File: src/rtl/fixed_select_pkg.sv
// Shared types and constants for the fixed-predictor order selector.
package fixed_select_pkg;

    typedef enum logic [2:0] {
        ST_IDLE  = 3'd0,
        ST_CLR   = 3'd1,
        ST_FEED  = 3'd2,
        ST_FLUSH = 3'd3,
        ST_CMP   = 3'd4,
        ST_DONE  = 3'd5
    } state_t;

    localparam int NUM_ORDERS = 5;

    // Wide enough that |-32768| = 32768 is representable.
    localparam int ABS_W = 17;

endpackage

File: src/rtl/fixed_abs_accum.sv
// Absolute-value accumulator for one predictor order.
// Build option: FIXED_SELECT_SAT_EN makes the sum saturate at all-ones
// instead of wrapping.
module fixed_abs_accum
    import fixed_select_pkg::*;
#(
    parameter int SUM_W = 32
) (
    input  logic                    iClock,
    input  logic                    iReset_n,
    input  logic                    iClear,
    input  logic                    iEnable,
    input  logic signed [15:0]      iResidual,
    output logic [SUM_W-1:0]        oSum
);

    logic signed [ABS_W-1:0] res_ext;
    logic [ABS_W-1:0]        res_abs;
    logic [SUM_W:0]          sum_wide;
    logic [SUM_W-1:0]        sum_next;

    // Magnitude at 17 bits, then add with one carry bit of headroom.
    always_comb begin
        res_ext  = {iResidual[15], iResidual};
        res_abs  = res_ext[ABS_W-1] ? $unsigned(-res_ext) : $unsigned(res_ext);
        sum_wide = {1'b0, oSum} + (SUM_W+1)'(res_abs);
`ifdef FIXED_SELECT_SAT_EN
        sum_next = sum_wide[SUM_W] ? {SUM_W{1'b1}} : sum_wide[SUM_W-1:0];
`else
        sum_next = sum_wide[SUM_W-1:0];
`endif
    end

    // Running sum register; clear has priority over accumulate.
    always_ff @(posedge iClock or negedge iReset_n) begin
        if (!iReset_n) begin
            oSum <= '0;
        end else if (iClear) begin
            oSum <= '0;
        end else if (iEnable) begin
            oSum <= sum_next;
        end
    end

endmodule

File: src/rtl/fixed_order_selector.sv
// Sequences five fixed-predictor encoders over one block and reports the
// order with the smallest sum of |residual|.
// Build option: FIXED_SELECT_SAT_EN (saturating accumulators).
//
// state    | meaning
// ---------+-----------------------------------------------------------
// ST_IDLE  | waiting for iStart
// ST_CLR   | one cycle: reset encoders, clear sums and counters
// ST_FEED  | accepting samples; encoders enabled per accepted sample
// ST_FLUSH | LATENCY cycles of zero samples to drain encoder pipelines
// ST_CMP   | five cycles, compare order cmp_idx against the running best
// ST_DONE  | one-cycle oDone pulse with the result registered
module fixed_order_selector
    import fixed_select_pkg::*;
#(
    parameter int BLOCK_SIZE = 4096,
    parameter int LATENCY    = 8,
    parameter int WARMUP     = 4,
    parameter int SUM_W      = 32
) (
    input  logic                    iClock,
    input  logic                    iReset_n,
    input  logic                    iStart,
    input  logic                    iValid,
    input  logic signed [15:0]      iSample,
    output logic                    oReady,
    output logic                    oEncReset,
    output logic                    oEncEnable,
    output logic signed [15:0]      oEncSample,
    input  logic signed [15:0]      iResidual0,
    input  logic signed [15:0]      iResidual1,
    input  logic signed [15:0]      iResidual2,
    input  logic signed [15:0]      iResidual3,
    input  logic signed [15:0]      iResidual4,
    output logic [2:0]              oBestOrder,
    output logic [SUM_W-1:0]        oBestSum,
    output logic                    oDone,
    output logic                    oBusy
);

    localparam int S_W = $clog2(BLOCK_SIZE + 1);
    localparam int E_W = $clog2(BLOCK_SIZE + LATENCY + 1);
    localparam int F_W = $clog2(LATENCY + 1);

    state_t state, state_nxt;

    logic [S_W-1:0]          s_cnt;
    logic [E_W-1:0]          e_cnt;
    logic [F_W-1:0]          flush_cnt;
    logic [2:0]              cmp_idx;
    logic [2:0]              best_order;
    logic [SUM_W-1:0]        best_sum;
    logic [SUM_W-1:0]        cmp_sum;
    logic                    cmp_take;
    logic                    accept;
    logic                    last_accept;
    logic                    acc_en;
    logic signed [15:0]      residual [NUM_ORDERS];
    logic [SUM_W-1:0]        acc_sum  [NUM_ORDERS];

    assign residual[0] = iResidual0;
    assign residual[1] = iResidual1;
    assign residual[2] = iResidual2;
    assign residual[3] = iResidual3;
    assign residual[4] = iResidual4;

    assign accept      = (state == ST_FEED) && iValid;
    assign last_accept = accept && (s_cnt == S_W'(BLOCK_SIZE - 1));

    // e_cnt is the enable count before this cycle's increment; the residual
    // on the inputs belongs to sample j = e_cnt - LATENCY.
    assign acc_en = oEncEnable
                 && (e_cnt >= E_W'(LATENCY + WARMUP))
                 && (e_cnt <  E_W'(LATENCY + BLOCK_SIZE));

    // State register.
    always_ff @(posedge iClock or negedge iReset_n) begin
        if (!iReset_n) begin
            state <= ST_IDLE;
        end else begin
            state <= state_nxt;
        end
    end

    // Next state and encoder-side outputs.
    always_comb begin
        state_nxt  = state;
        oReady     = 1'b0;
        oEncReset  = 1'b0;
        oEncEnable = 1'b0;
        oEncSample = '0;
        oDone      = 1'b0;
        oBusy      = (state != ST_IDLE);
        unique case (state)
            ST_IDLE: begin
                if (iStart) state_nxt = ST_CLR;
            end
            ST_CLR: begin
                oEncReset = 1'b1;
                state_nxt = ST_FEED;
            end
            ST_FEED: begin
                oReady     = 1'b1;
                oEncEnable = iValid;
                oEncSample = iSample;
                if (last_accept) state_nxt = ST_FLUSH;
            end
            ST_FLUSH: begin
                oEncEnable = 1'b1;
                if (flush_cnt == '0) state_nxt = ST_CMP;
            end
            ST_CMP: begin
                if (cmp_idx == 3'(NUM_ORDERS - 1)) state_nxt = ST_DONE;
            end
            ST_DONE: begin
                oDone     = 1'b1;
                state_nxt = ST_IDLE;
            end
            default: state_nxt = ST_IDLE;
        endcase
    end

    // Sample counter, enable counter and flush down-counter.
    always_ff @(posedge iClock or negedge iReset_n) begin
        if (!iReset_n) begin
            s_cnt     <= '0;
            e_cnt     <= '0;
            flush_cnt <= '0;
        end else begin
            case (state)
                ST_CLR: begin
                    s_cnt <= '0;
                    e_cnt <= '0;
                end
                ST_FEED: begin
                    if (accept) begin
                        s_cnt     <= s_cnt + 1'b1;
                        e_cnt     <= e_cnt + 1'b1;
                        flush_cnt <= F_W'(LATENCY - 1);
                    end
                end
                ST_FLUSH: begin
                    e_cnt     <= e_cnt + 1'b1;
                    flush_cnt <= flush_cnt - 1'b1;
                end
                default: begin
                end
            endcase
        end
    end

    // Select the sum under comparison; strictly-less keeps ties on the lower order.
    always_comb begin
        cmp_sum = acc_sum[0];
        for (int k = 1; k < NUM_ORDERS; k++) begin
            if (cmp_idx == 3'(k)) cmp_sum = acc_sum[k];
        end
        cmp_take = (cmp_idx == 3'd0) || (cmp_sum < best_sum);
    end

    // Running best and the registered result, published on entry to ST_DONE.
    always_ff @(posedge iClock or negedge iReset_n) begin
        if (!iReset_n) begin
            cmp_idx    <= '0;
            best_order <= '0;
            best_sum   <= '0;
            oBestOrder <= '0;
            oBestSum   <= '0;
        end else if (state == ST_CMP) begin
            cmp_idx <= cmp_idx + 1'b1;
            if (cmp_take) begin
                best_order <= cmp_idx;
                best_sum   <= cmp_sum;
            end
            if (cmp_idx == 3'(NUM_ORDERS - 1)) begin
                oBestOrder <= cmp_take ? cmp_idx : best_order;
                oBestSum   <= cmp_take ? cmp_sum : best_sum;
            end
        end else begin
            cmp_idx <= '0;
        end
    end

    for (genvar k = 0; k < NUM_ORDERS; k++) begin : g_accum
        fixed_abs_accum #(
            .SUM_W (SUM_W)
        ) u_accum (
            .iClock    (iClock),
            .iReset_n  (iReset_n),
            .iClear    (oEncReset),
            .iEnable   (acc_en),
            .iResidual (residual[k]),
            .oSum      (acc_sum[k])
        );
    end

endmodule

File: config.mk
export PLATFORM = sky130hd
export DESIGN_NAME = fixed_order_selector
export DESIGN_NICKNAME = d
export VERILOG_FILES = /design/src/rtl/fixed_select_pkg.sv /design/src/rtl/fixed_abs_accum.sv /design/src/rtl/fixed_order_selector.sv
export SDC_FILE = /design/constraint.sdc
export NUM_CORES = 1
export LEC_CHECK = 0
export ABC_AREA = 1
export BUFFER_PORTS_ARGS = -buffer_cell sky130_fd_sc_hd__buf_2
export CAP_MARGIN = 0
export CORE_UTILIZATION = 57
export CTS_CLUSTER_DIAMETER = 150
export CTS_CLUSTER_SIZE = 24
export DETAILED_ROUTE_END_ITERATION = 8
export GPL_TIMING_DRIVEN = 0
export HOLD_SLACK_MARGIN = 0.15
export MAX_ROUTING_LAYER = met4
export PLACE_DENSITY = 0.88
export SLEW_MARGIN = 20
export SYNTH_ARGS = -nofsm -noshare
export SYNTH_HDL_FRONTEND = slang
export SYNTH_HIERARCHICAL = 1
export SYNTH_SLANG_ARGS = --single-unit
export TNS_END_PERCENT = 50
File: constraint.sdc
create_clock -name iClock -period 3.1 [get_ports iClock]
set_clock_uncertainty 0.2 [all_clocks]
set_input_delay 0.62 -clock iClock [delete_from_list [all_inputs] [get_ports iClock]]
set_output_delay 0.62 -clock iClock [all_outputs]
set_load 0.03 [all_outputs]
=== Word-level counts from Yosys, hierarchy flattened ===
Cells that the tools add are included.

* $add $sub $neg: 14
* Equal/unequal tests: 15
* Reduce and logical (&&, ||, !) cells: 18
* Mux-type cells: 38
* Magnitude comparators: 3

{| class="wikitable"
|+ Operator list
! operator !! count
|-
| 32-bit two-way mux || 15
|-
| 32-bit by 17-bit adder with 32-bit output || 5
|-
| 17-bit two-way mux || 5
|-
| 16-bit negation with 17-bit output || 5
|-
| 13-bit one-hot mux with 3 select lines || 1
|-
| 32-bit less-than comparator || 1
|-
| 13-bit by 1-bit adder with 13-bit output (second input constant) || 2
|-
| 13-bit two-way mux || 2
|-
| 13-bit one-hot mux with 2 select lines || 1
|-
| 3-bit two-way mux || 6
|-
| 16-bit two-way mux || 1
|-
| 3-bit one-hot mux with 5 select lines || 1
|-
| 13-bit by 12-bit == test with 1-bit output (second input constant) || 1
|-
| 13-bit by 4-bit >= comparator with 1-bit output (second input constant) || 1
|-
| 13-bit less-than comparator (second input constant) || 1
|-
| 3-bit by 2-bit == test with 1-bit output (second input constant) || 4
|-
| 2-bit inequality test (second input constant) || 5
|-
| 3-bit == test (second input constant) || 3
|-
| 4-bit one-hot mux with 2 select lines || 1
|-
| 2-bit AND reduction || 4
|-
| 3-bit by 1-bit == test with 1-bit output (second input constant) || 2
|-
| 3-bit logical NOT || 2
|-
| 2-bit nonzero test || 3
|-
| 3-bit nonzero test || 2
|-
| 9 further kinds || 14
|}

* Word-level logic and storage cells: 102
* Output and inout bits: 56
* Input bits: 100
* Bits in registers: 266

=== Longest topological paths before layout ===
Gate-level depths: netlist (run 1).

* Word-level depth: 8
* Mapped depth: 27

=== Cells and area by module ===
Netlist (run 1), hierarchy kept.

{| class="wikitable"
|+ By module, submodules not included
! module !! times used !! cells an instance !! area each (um^2)
|-
| fixed_abs_accum at g_accum[0].u_accum ... || 3 || 498 || 3,138.0
|-
| fixed_order_selector || 1 || 1,092 || 7,410.9
|-
| fixed_abs_accum at g_accum[2].u_accum || 1 || 504 || 3,181.8
|-
| fixed_abs_accum at g_accum[1].u_accum || 1 || 494 || 3,120.5
|}

=== Worst setup path after synthesis (run 1) ===
OpenSTA, ideal clock, no wires.

* Kind: reg2reg
* Start point: reg cmp_idx[2]
* End point: reg best_sum[4]
* Slack: -339 ps
* Period minus slack after synthesis: 3,439 ps
* Stages on the path, launching flop included: 23
* Arrival: 3,121 ps
* Buffers on the path: 3
* Cell sequence: dfrtp_1 > inv_2 > buf_1 > ha_1 > inv_2 > clkbuf_1 > nor2_1 > nor2_1 > a22oi_1 > inv_1 > ha_1 > a21oi_1 > nand3b_1 > a21oi_1 > a2111oi_0 > nand2_1 > nand2_1 > nand2_4 > nand2_4 > buf_6 > nand2_1 > nand3_1 > nand2_1

* Word-level cells in the longest chain between the ends: 8
* Elaborated cells between the ends (all ways): 12

{| class="wikitable"
|+ RTL lines
! item !! RTL line !! text
|-
| start: declaration || fixed_order_selector.sv:50 || <nowiki>logic [2:0] cmp_idx;</nowiki>
|-
| start signal: assignment || fixed_order_selector.sv:170 || <nowiki>cmp_idx <= cmp_idx + 1'b1;</nowiki>
|-
| 3-bit by 1-bit == test with 1-bit output || fixed_order_selector.sv:156 || <nowiki>if (cmp_idx == 3'(k)) cmp_sum = acc_sum[k];</nowiki>
|-
| 32-bit two-way mux (4 in series) || fixed_order_selector.sv:156 ||
|-
| 32-bit less-than comparator || fixed_order_selector.sv:158 || <nowiki>cmp_take = (cmp_idx == 3'd0) || (cmp_sum < best_sum);</nowiki>
|-
| 1-bit logical OR || fixed_order_selector.sv:158 ||
|-
| 32-bit two-way mux (*) || n/a ||
|-
| end signal: assignment || fixed_order_selector.sv:173 || <nowiki>best_sum <= cmp_sum;</nowiki>
|-
| end: declaration || fixed_order_selector.sv:52 || <nowiki>logic [SUM_W-1:0] best_sum;</nowiki>
|}

Mark *: on every way between the ends. The rest lies on a longest branch, timed or not.
A chain may end at the register's enable or synchronous reset.

=== Worst setup path in the final report (run 1) ===
* Start point: reg cmp_idx[1]
* End point: reg best_order[0]

* Word-level cells in the longest chain between the ends: 8
* Elaborated cells between the ends (all ways): 12

{| class="wikitable"
|+ RTL lines
! item !! RTL line !! text
|-
| 3-bit by 1-bit == test with 1-bit output || fixed_order_selector.sv:156 ||
|-
| 32-bit two-way mux (4 in series) || fixed_order_selector.sv:156 ||
|-
| 32-bit less-than comparator || fixed_order_selector.sv:158 ||
|-
| 1-bit logical OR (*) || fixed_order_selector.sv:158 ||
|-
| 3-bit two-way mux (*) || n/a ||
|-
| end signal: assignment || fixed_order_selector.sv:172 || <nowiki>best_order <= cmp_idx;</nowiki>
|-
| end: declaration || fixed_order_selector.sv:51 || <nowiki>logic [2:0] best_order;</nowiki>
|}

Marked as above.

==> results of run 1 <==
[Yosys cell counts (all sizes together), types with 3 or more instances]
cell type,count,area share (%)
clkinv,6,0.097
conb,5,0.081
nand2,1195,20
or2,17,0.47
nor4,12,0.46
o22ai,10,0.27
nand4,22,0.60
nand3b,32,1.0
nand3,397,9.2
dfrtp,266,29
clkbuf,43,0.74
buf,34,0.76
a22oi,32,1.0
nor3b,5,0.21
o21ai,123,2.7
xnor2,48,1.8
fa,5,0.43
xor2,58,2.2
a211oi,3,0.097
a21oi,176,4.0
and2,5,0.14
a31oi,6,0.16
o31ai,4,0.13
inv,489,7.9
a22o,5,0.19
ha,135,7.3
nor3,59,1.4
nor2,383,7.4
[critical path: stages (launching register included)]
cell	delay, ps
dfrtp_1	420
buf_4	130
ha_2	180
ha_4	150
inv_4	70
clkbuf_2	180
nor2_1	150
nor2_1	90
a22oi_2	440
inv_1	110
ha_1	300
nand4_1	390
nor4b_4	690
nand2_4	150
nand2_8	150
buf_4	130
buf_6	140
nand3_1	110
nand3_1	130
nand2_1	70
[final timing paths]
kind                                                from                                endpoint  slack (ps)
worst max-delay path                cmp_idx[1]$_DFF_PN0_               best_order[0]$_DFFE_PN0P_       -1440
min in group asynchronous                       iReset_n  g_accum[0].u_accum/oSum[3]$_DFFE_PN0P_         340
max in group asynchronous                       iReset_n  g_accum[3].u_accum/oSum[1]$_DFFE_PN0P_        1300
worst min-delay path            oBestSum[27]$_DFFE_PN0P_                oBestSum[27]$_DFFE_PN0P_         280
worst min register to register  oBestSum[27]$_DFFE_PN0P_                oBestSum[27]$_DFFE_PN0P_         280
worst max register to register      cmp_idx[1]$_DFF_PN0_               best_order[0]$_DFFE_PN0P_       -1440
[power by group]
| group | internal, mW | switching, mW |
|---|---|---|
| registers | 4.18 | 0.987 |
| clock network | 0.901 | 1.27 |
| logic | 4.21 | 7.57 |
| total | 9.29 | 9.83 |
[metrics by stage]
stage          instances  instance area [um2]  power [mW]
5_1_grt             4359                27500        20.2
3_5_place_dp        4268                24900        14.2
4_1_cts             4314                26300        17.3
6_report            4359                27500        19.1
3_3_place_gp        4263                24700        13.9
2_1_floorplan       3584                23300        11.6
[routing by layer]
layer	GRT usage [%]	wire, um	vias up
li1	-	-	11900
met1	44.5	30100	11600
met2	53.5	33000	1397
met3	5.10	7810	383
met4	11.8	4540	0
met5	-	0	-
[repair_timing]
action                                  CTS  global route
gates resized for setup                 170           242
endpoints found under the hold margin    56             0
buffers inserted                         23            40
endpoints found under the setup margin  147           164
pin swaps                                71           129
hold buffers                              1             0
gates cloned                              6             4
[logic make-up after synthesis]
| group | Yosys count | share of synthesized area, % |
|---|---|---|
| adder cells (fa/ha/maj) | 140 | 7.74 |
| other | 5 | 0.0812 |
| flip-flops | 266 | 28.8 |
| AO/OA/AOI/OAI | 367 | 8.87 |
| buffers and inverters | 572 | 9.53 |
| AND/OR/NAND/NOR | 2128 | 41.0 |
| XOR/XNOR | 106 | 4.01 |
[flip-flops by register name (all words and copies together) (netlist names)]
signal and count:
e_cnt 13, s_cnt 13, best_order 3, cmp_idx 3
oBestSum 32, flush_cnt 4, g_accum.u_accum/oSum 160, best_sum 32
state 3, oBestOrder 3
[cell type report]
type	count	share of cell area (%)
repair buffers	232	5.73
diodes	1	0.00908
well taps	525	2.38
multi-input cells	2747	57.2
clock buffers	16	1.38
plain buffers	76	2.14
flip-flops and latches	266	24.2
inverters	495	6.83
clock inverters	1	0.109
==> impl_metrics.env, run 1 <==
export IMPL_run_status="finished with violations"
export IMPL_violations="design-rule violations, negative setup slack"
export IMPL_cts_buffers_inserted=15
export IMPL_tightest_slew_ps=1060
export IMPL_die_extent_in_x_um=203
export IMPL_grt_total_usage_pct=33.9
export IMPL_finalHoldWorstSlack_ps=283
export IMPL_avgSynthCellArea_um2=6.45
export IMPL_synth_seq_cells=266
export IMPL_coreArea_um2=39900
export IMPL_final_cell_mix="nand2_1, inv_1, nor2_1, nand3_1, dfrtp_1"
export IMPL_grt_first_pass_wirelength_mm=110
export IMPL_final_setup_viol_count=70
export IMPL_grt_setup_unrepaired="yes"
export IMPL_vias=25300
export IMPL_multi_input_area_um2=15800
export IMPL_post_synth_num_cell_types=54
export IMPL_finalCriticalPeriod_ps=4540
export IMPL_fp_dieArea_um2=41400
export IMPL_drt_wirelength_per_cell_um=17.3
export IMPL_tns_ps=-95940
export IMPL_timing_critical_path_fanout_max=10
export IMPL_cp_data_required_time_ps=3290
export IMPL_post_synth_instance_area_um2=23100
export IMPL_synth_seq_area_share_pct=28.8
export IMPL_synth_warnings=6
export IMPL_rr_worst_depth=19
export IMPL_start_util_pct=57.9
export IMPL_tritoncts="built"
export IMPL_core_rowCount=73
export IMPL_floorplan_die_height_um=203
export IMPL_tritoncts_num_sinks=266
export IMPL_numPortBuffers=154
export IMPL_layout_commonest_cell="nand2_1"
export IMPL_ys_flop_type="dfrtp_1"
export IMPL_layout_worst_path_cycle_share_pct=146
export IMPL_clk_pin_slew_ps=100
export IMPL_endpoint_kind="register"
export IMPL_synthCells=3584
export IMPL_clock_tree_root_cell="clkbuf_16"
export IMPL_worstSetupPathType="reg -> reg"
export IMPL_nets=4073
export IMPL_drt_vias_per_instance=5.80
export IMPL_gp_congestion=1.01
export IMPL_worst_setup_path_start_kind="register"
export IMPL_fillerInstances=3171
export IMPL_synth_edf_count=0
export IMPL_async_reset_ff_share_pct=100
export IMPL_dr_pass1_iters=9
export IMPL_grt_overflow_total=0
export IMPL_detail_route_antenna_nets=0
export IMPL_finalHoldViolations=0
export IMPL_clk_insertion_delay_late_ps=540
export IMPL_pwr_density_cell_nw_per_um2=694
export IMPL_remaining_drc_errors=6
export IMPL_worst_ir_drop_vdd_uv=547
export IMPL_worst_hold_path_cell_count=2
export IMPL_place_ws_ps=-1010
export IMPL_dpl_hpwl_mm=52.3
export IMPL_seqCellArea_um2=6660
export IMPL_max_freq_mhz=220
export IMPL_cts_htree_levels=1
export IMPL_initial_antenna_violation_count=2
export IMPL_cap_violations=0
export IMPL_flow_area_growth_from_synthesis_pct=19.1
export IMPL_final_core_utilization_pct=69.0
export IMPL_layout_drive_gt1_share_pct=19.5
export IMPL_largest_net_degree_at_the_start_of_global_routing=101
export IMPL_boundaryPins=156
export IMPL_routed_wire_length_mm=75.5
export IMPL_holdCritPathClass="reg -> reg"
export IMPL_worst_slew_margin_rel_pct=29.4
export IMPL_cts_max_path_buffers=3
export IMPL_postSynthNetCount=3824
export IMPL_timing_critical_path_arrival_ps=4730
export IMPL_grt_pass1_vias=22100
export IMPL_final_critical_path_setup_slack_ps=-1440
export IMPL_initialDrtViolationCount=2559
export IMPL_final_max_slew_viol_count=0
export IMPL_p_leak_nw=14.9
Power figures use the tool's default switching activity.
==> run 2: changes to the inputs <==
--- a/config.mk
+++ b/config.mk
@@ -8,17 +8,16 @@
 export ABC_AREA = 1
 export BUFFER_PORTS_ARGS = -buffer_cell sky130_fd_sc_hd__buf_2
 export CAP_MARGIN = 0
-export CORE_UTILIZATION = 57
+export CORE_UTILIZATION = 56
 export CTS_CLUSTER_DIAMETER = 150
 export CTS_CLUSTER_SIZE = 24
 export DETAILED_ROUTE_END_ITERATION = 8
 export GPL_TIMING_DRIVEN = 0
 export HOLD_SLACK_MARGIN = 0.15
 export MAX_ROUTING_LAYER = met4
-export PLACE_DENSITY = 0.88
+export PLACE_DENSITY = 0.87
 export SLEW_MARGIN = 20
 export SYNTH_ARGS = -nofsm -noshare
 export SYNTH_HDL_FRONTEND = slang
-export SYNTH_HIERARCHICAL = 1
 export SYNTH_SLANG_ARGS = --single-unit
 export TNS_END_PERCENT = 50
==> impl_metrics.env, run 2 <==
export IMPL_grt_pass1_vias=19600
export IMPL_endpoint_kind="register"
export IMPL_grt_first_pass_wirelength_mm=101
export IMPL_async_reset_ff_share_pct=100
export IMPL_synth_seq_cells=266
export IMPL_boundaryPins=156
export IMPL_finalHoldViolations=0
export IMPL_die_extent_in_x_um=190
export IMPL_gp_congestion=1.00
export IMPL_start_util_pct=57.1
export IMPL_grt_total_usage_pct=35.9
export IMPL_cp_data_required_time_ps=3350
export IMPL_nets=3300
export IMPL_synthDominantCellAreaShare_pct=33.6
export IMPL_drt_wirelength_per_cell_um=19.5
export IMPL_remaining_drc_errors=0
export IMPL_ys_flop_type="dfrtp_1"
export IMPL_clk_pin_slew_ps=100
export IMPL_p_leak_nw=12.0
export IMPL_synthCells=2803
export IMPL_clk_insertion_delay_late_ps=520
export IMPL_pwr_density_cell_nw_per_um2=622
export IMPL_largestRegisters="g_accum.u_accum.oSum: 160 flops, best_sum: 32 flops, oBestSum: 32 flops"
export IMPL_most_used_standard_cell_by_instance_count_after_synthesis="nand2_1"
export IMPL_synth_seq_area_share_pct=33.6
export IMPL_routed_wire_length_mm=68.8
export IMPL_dr_pass1_iters=8
export IMPL_run_status="finished with violations"
export IMPL_synth_largest_area_cell="dfrtp_1"
export IMPL_initial_antenna_violation_count=0
export IMPL_violations="negative setup slack"
export IMPL_layout_drive_gt1_share_pct=23.6
export IMPL_final_setup_viol_count=140
export IMPL_multi_input_area_um2=13400
export IMPL_worst_slew_margin_rel_pct=36.4
export IMPL_grt_overflow_total=0
export IMPL_initialDrtViolationCount=2189
export IMPL_cts_buffers_inserted=15
export IMPL_switching_power_mw=7.52
export IMPL_avgSynthCellArea_um2=7.07
export IMPL_layout_commonest_cell="nand2_1"
export IMPL_cell_types_occupying_the_most_area_after_synthesis="dfrtp_1, nand2_1, ha_1"
export IMPL_worst_ir_drop_vdd_uv=683
export IMPL_floorplan_die_height_um=190
export IMPL_max_freq_mhz=254
export IMPL_antenna_cells_inserted=0
export IMPL_layout_worst_path_cycle_share_pct=127
export IMPL_timing_critical_path_arrival_ps=4180
export IMPL_power_share_sequential_pct=27.5
export IMPL_seqCellArea_um2=6660
export IMPL_flow_area_growth_from_synthesis_pct=24.9
export IMPL_tritoncts="built"
export IMPL_finalCriticalPeriod_ps=3930
export IMPL_clock_tree_root_cell="clkbuf_16"
export IMPL_fp_dieArea_um2=36200
export IMPL_grt_setup_unrepaired="yes"
export IMPL_finalInstanceArea_um2=24800
export IMPL_detail_route_antenna_nets=0
export IMPL_drt_vias_per_instance=6.16
export IMPL_post_synth_instance_area_um2=19800
export IMPL_p_comb_share_pct=58.4
export IMPL_final_cell_mix="nand2_1, inv_1, dfrtp_1, a21oi_1, nor2_1"
export IMPL_final_critical_path_setup_slack_ps=-833
export IMPL_timing_critical_path_fanout_max=10
export IMPL_tightest_slew_ps=954
export IMPL_clock_power_share_pct=14.1
export IMPL_tritoncts_num_sinks=266
export IMPL_holdCritPathClass="in -> reg"
export IMPL_coreArea_um2=34700
export IMPL_final_max_slew_viol_count=0
export IMPL_dpl_hpwl_mm=48.3
export IMPL_largest_reg_flops=160
export IMPL_fillerInstances=2647
export IMPL_vias=21700
export IMPL_worstSetupPathType="reg -> reg"
export IMPL_cts_max_path_buffers=3
export IMPL_core_rowCount=68
export IMPL_max_flop_register="g_accum.u_accum.oSum"
export IMPL_worst_setup_path_start_kind="register"
export IMPL_final_core_utilization_pct=71.3
export IMPL_sw_frac_of_total_pct=48.9
export IMPL_synth_common_cells="nand2_1, inv_1, dfrtp_1"
export IMPL_synth_edf_count=0
export IMPL_placement_cell_area_um2=21800
export IMPL_power_report_internal_total_mw=7.87
export IMPL_numPortBuffers=152
export IMPL_cap_violations=0
export IMPL_post_synth_num_cell_types=62
export IMPL_largest_net_degree_at_the_start_of_global_routing=86
export IMPL_synth_warnings=0
export IMPL_cts_htree_levels=1
run 2: power by group through the flow:
stage	registers [mW]	clock network, mW	logic, mW
finish	4.23	2.17	8.99
global route	4.27	2.25	9.54
CTS	4.20	2.14	7.00
detailed placement	4.25	0	6.49
global placement	4.23	0	6.24
floorplan	4.15	0	4.60
run 2: worst max-delay path, stage by stage (launching register included):
cell	delay [ps]
dfrtp_1	430
inv_2	100
ha_4	190
nand2_8	90
clkbuf_8	180
nand2_1	70
o21ai_1	100
nand2_1	70
o211ai_1	140
a22oi_2	430
inv_1	150
ha_4	300
nand4_1	150
o221a_2	300
nand2_2	90
nand2_2	100
nand2_8	150
nand2_8	130
clkbuf_16	220
nand2_4	70
nand3_2	70
nand2_2	120
run 2: final timing paths:
| path | startpoint | slack, ps | cells past startpoint | to |
|---|---|---|---|---|
| min in group asynchronous | iReset_n | 330 | 2 | oBestSum[29]$_DFFE_PN0P_ |
| setup reg to reg | cmp_idx[1]$_DFF_PN0_ | -830 | 21 | oBestSum[8]$_DFFE_PN0P_ |
| hold / removal | iResidual1[0] | 270 | 4 | g_accum[1].u_accum.oSum[0]$_DFFE_PN0P_ |
| max in group asynchronous | iReset_n | 1240 | 4 | g_accum[4].u_accum.oSum[5]$_DFFE_PN0P_ |
| hold reg to reg | oBestSum[12]$_DFFE_PN0P_ | 270 | 2 | oBestSum[12]$_DFFE_PN0P_ |
| setup / recovery | cmp_idx[1]$_DFF_PN0_ | -830 | 21 | oBestSum[8]$_DFFE_PN0P_ |
run 2: metal layers:
layer / share of wire (%) / vias up / GRT usage, %
met5: 0 / - / -
met4: 5.2 / 0 / 13.2
met3: 8.2 / 287 / 4.69
met2: 48 / 1222 / 59.0
met1: 39 / 10300 / 45.2
li1: - / 9905 / -
run 2: cell type report:
class	instances	share of cell area (%)
plain buffers	88	2.51
clock buffers	15	1.52
clock inverters	2	0.101
inverters	373	6.03
multi-input cells	2080	53.9
flip-flops and latches	266	26.9
well taps	455	2.30
repair buffers	241	6.73
run 2: kinds of logic after synthesis:
family                   count (synthesis)  share of synthesized area, %
flip-flops                             266                          33.6
multiplexers                             1                        0.0505
adder cells (fa/ha/maj)                135                          8.71
buffers and inverters                  461                          8.99
AO/OA/AOI/OAI                          642                          18.6
XOR/XNOR                                95                          4.20
AND/OR/NAND/NOR                       1202                          25.8
other                                    1                        0.0189
run 2: what timing repair did:
action | 4_1_cts | 5_1_grt
resized for setup | 122 | 395
setup endpoints to repair | 148 | 188
gates cloned | 1 | 3
buffers inserted | 12 | 69
endpoints found under the hold margin | 93 | 0
hold buffers | 1 | 0
pin swaps | 46 | 179
run 2: per-stage QoR:
stage          cells  setup WS, ps  total power, mW  hold WS (ps)  setup TNS [ps]
6_report        3520          -833             15.4           272          -71090
4_1_cts         3448          -617             13.3           283          -53140
3_5_place_dp    3417         -1330             10.7           261         -147670
2_1_floorplan   2807          -440             8.75           124          -13880
5_1_grt         3520         -1020             16.1           291         -102960
3_3_place_gp    3414         -3790             10.5           258        -1131070
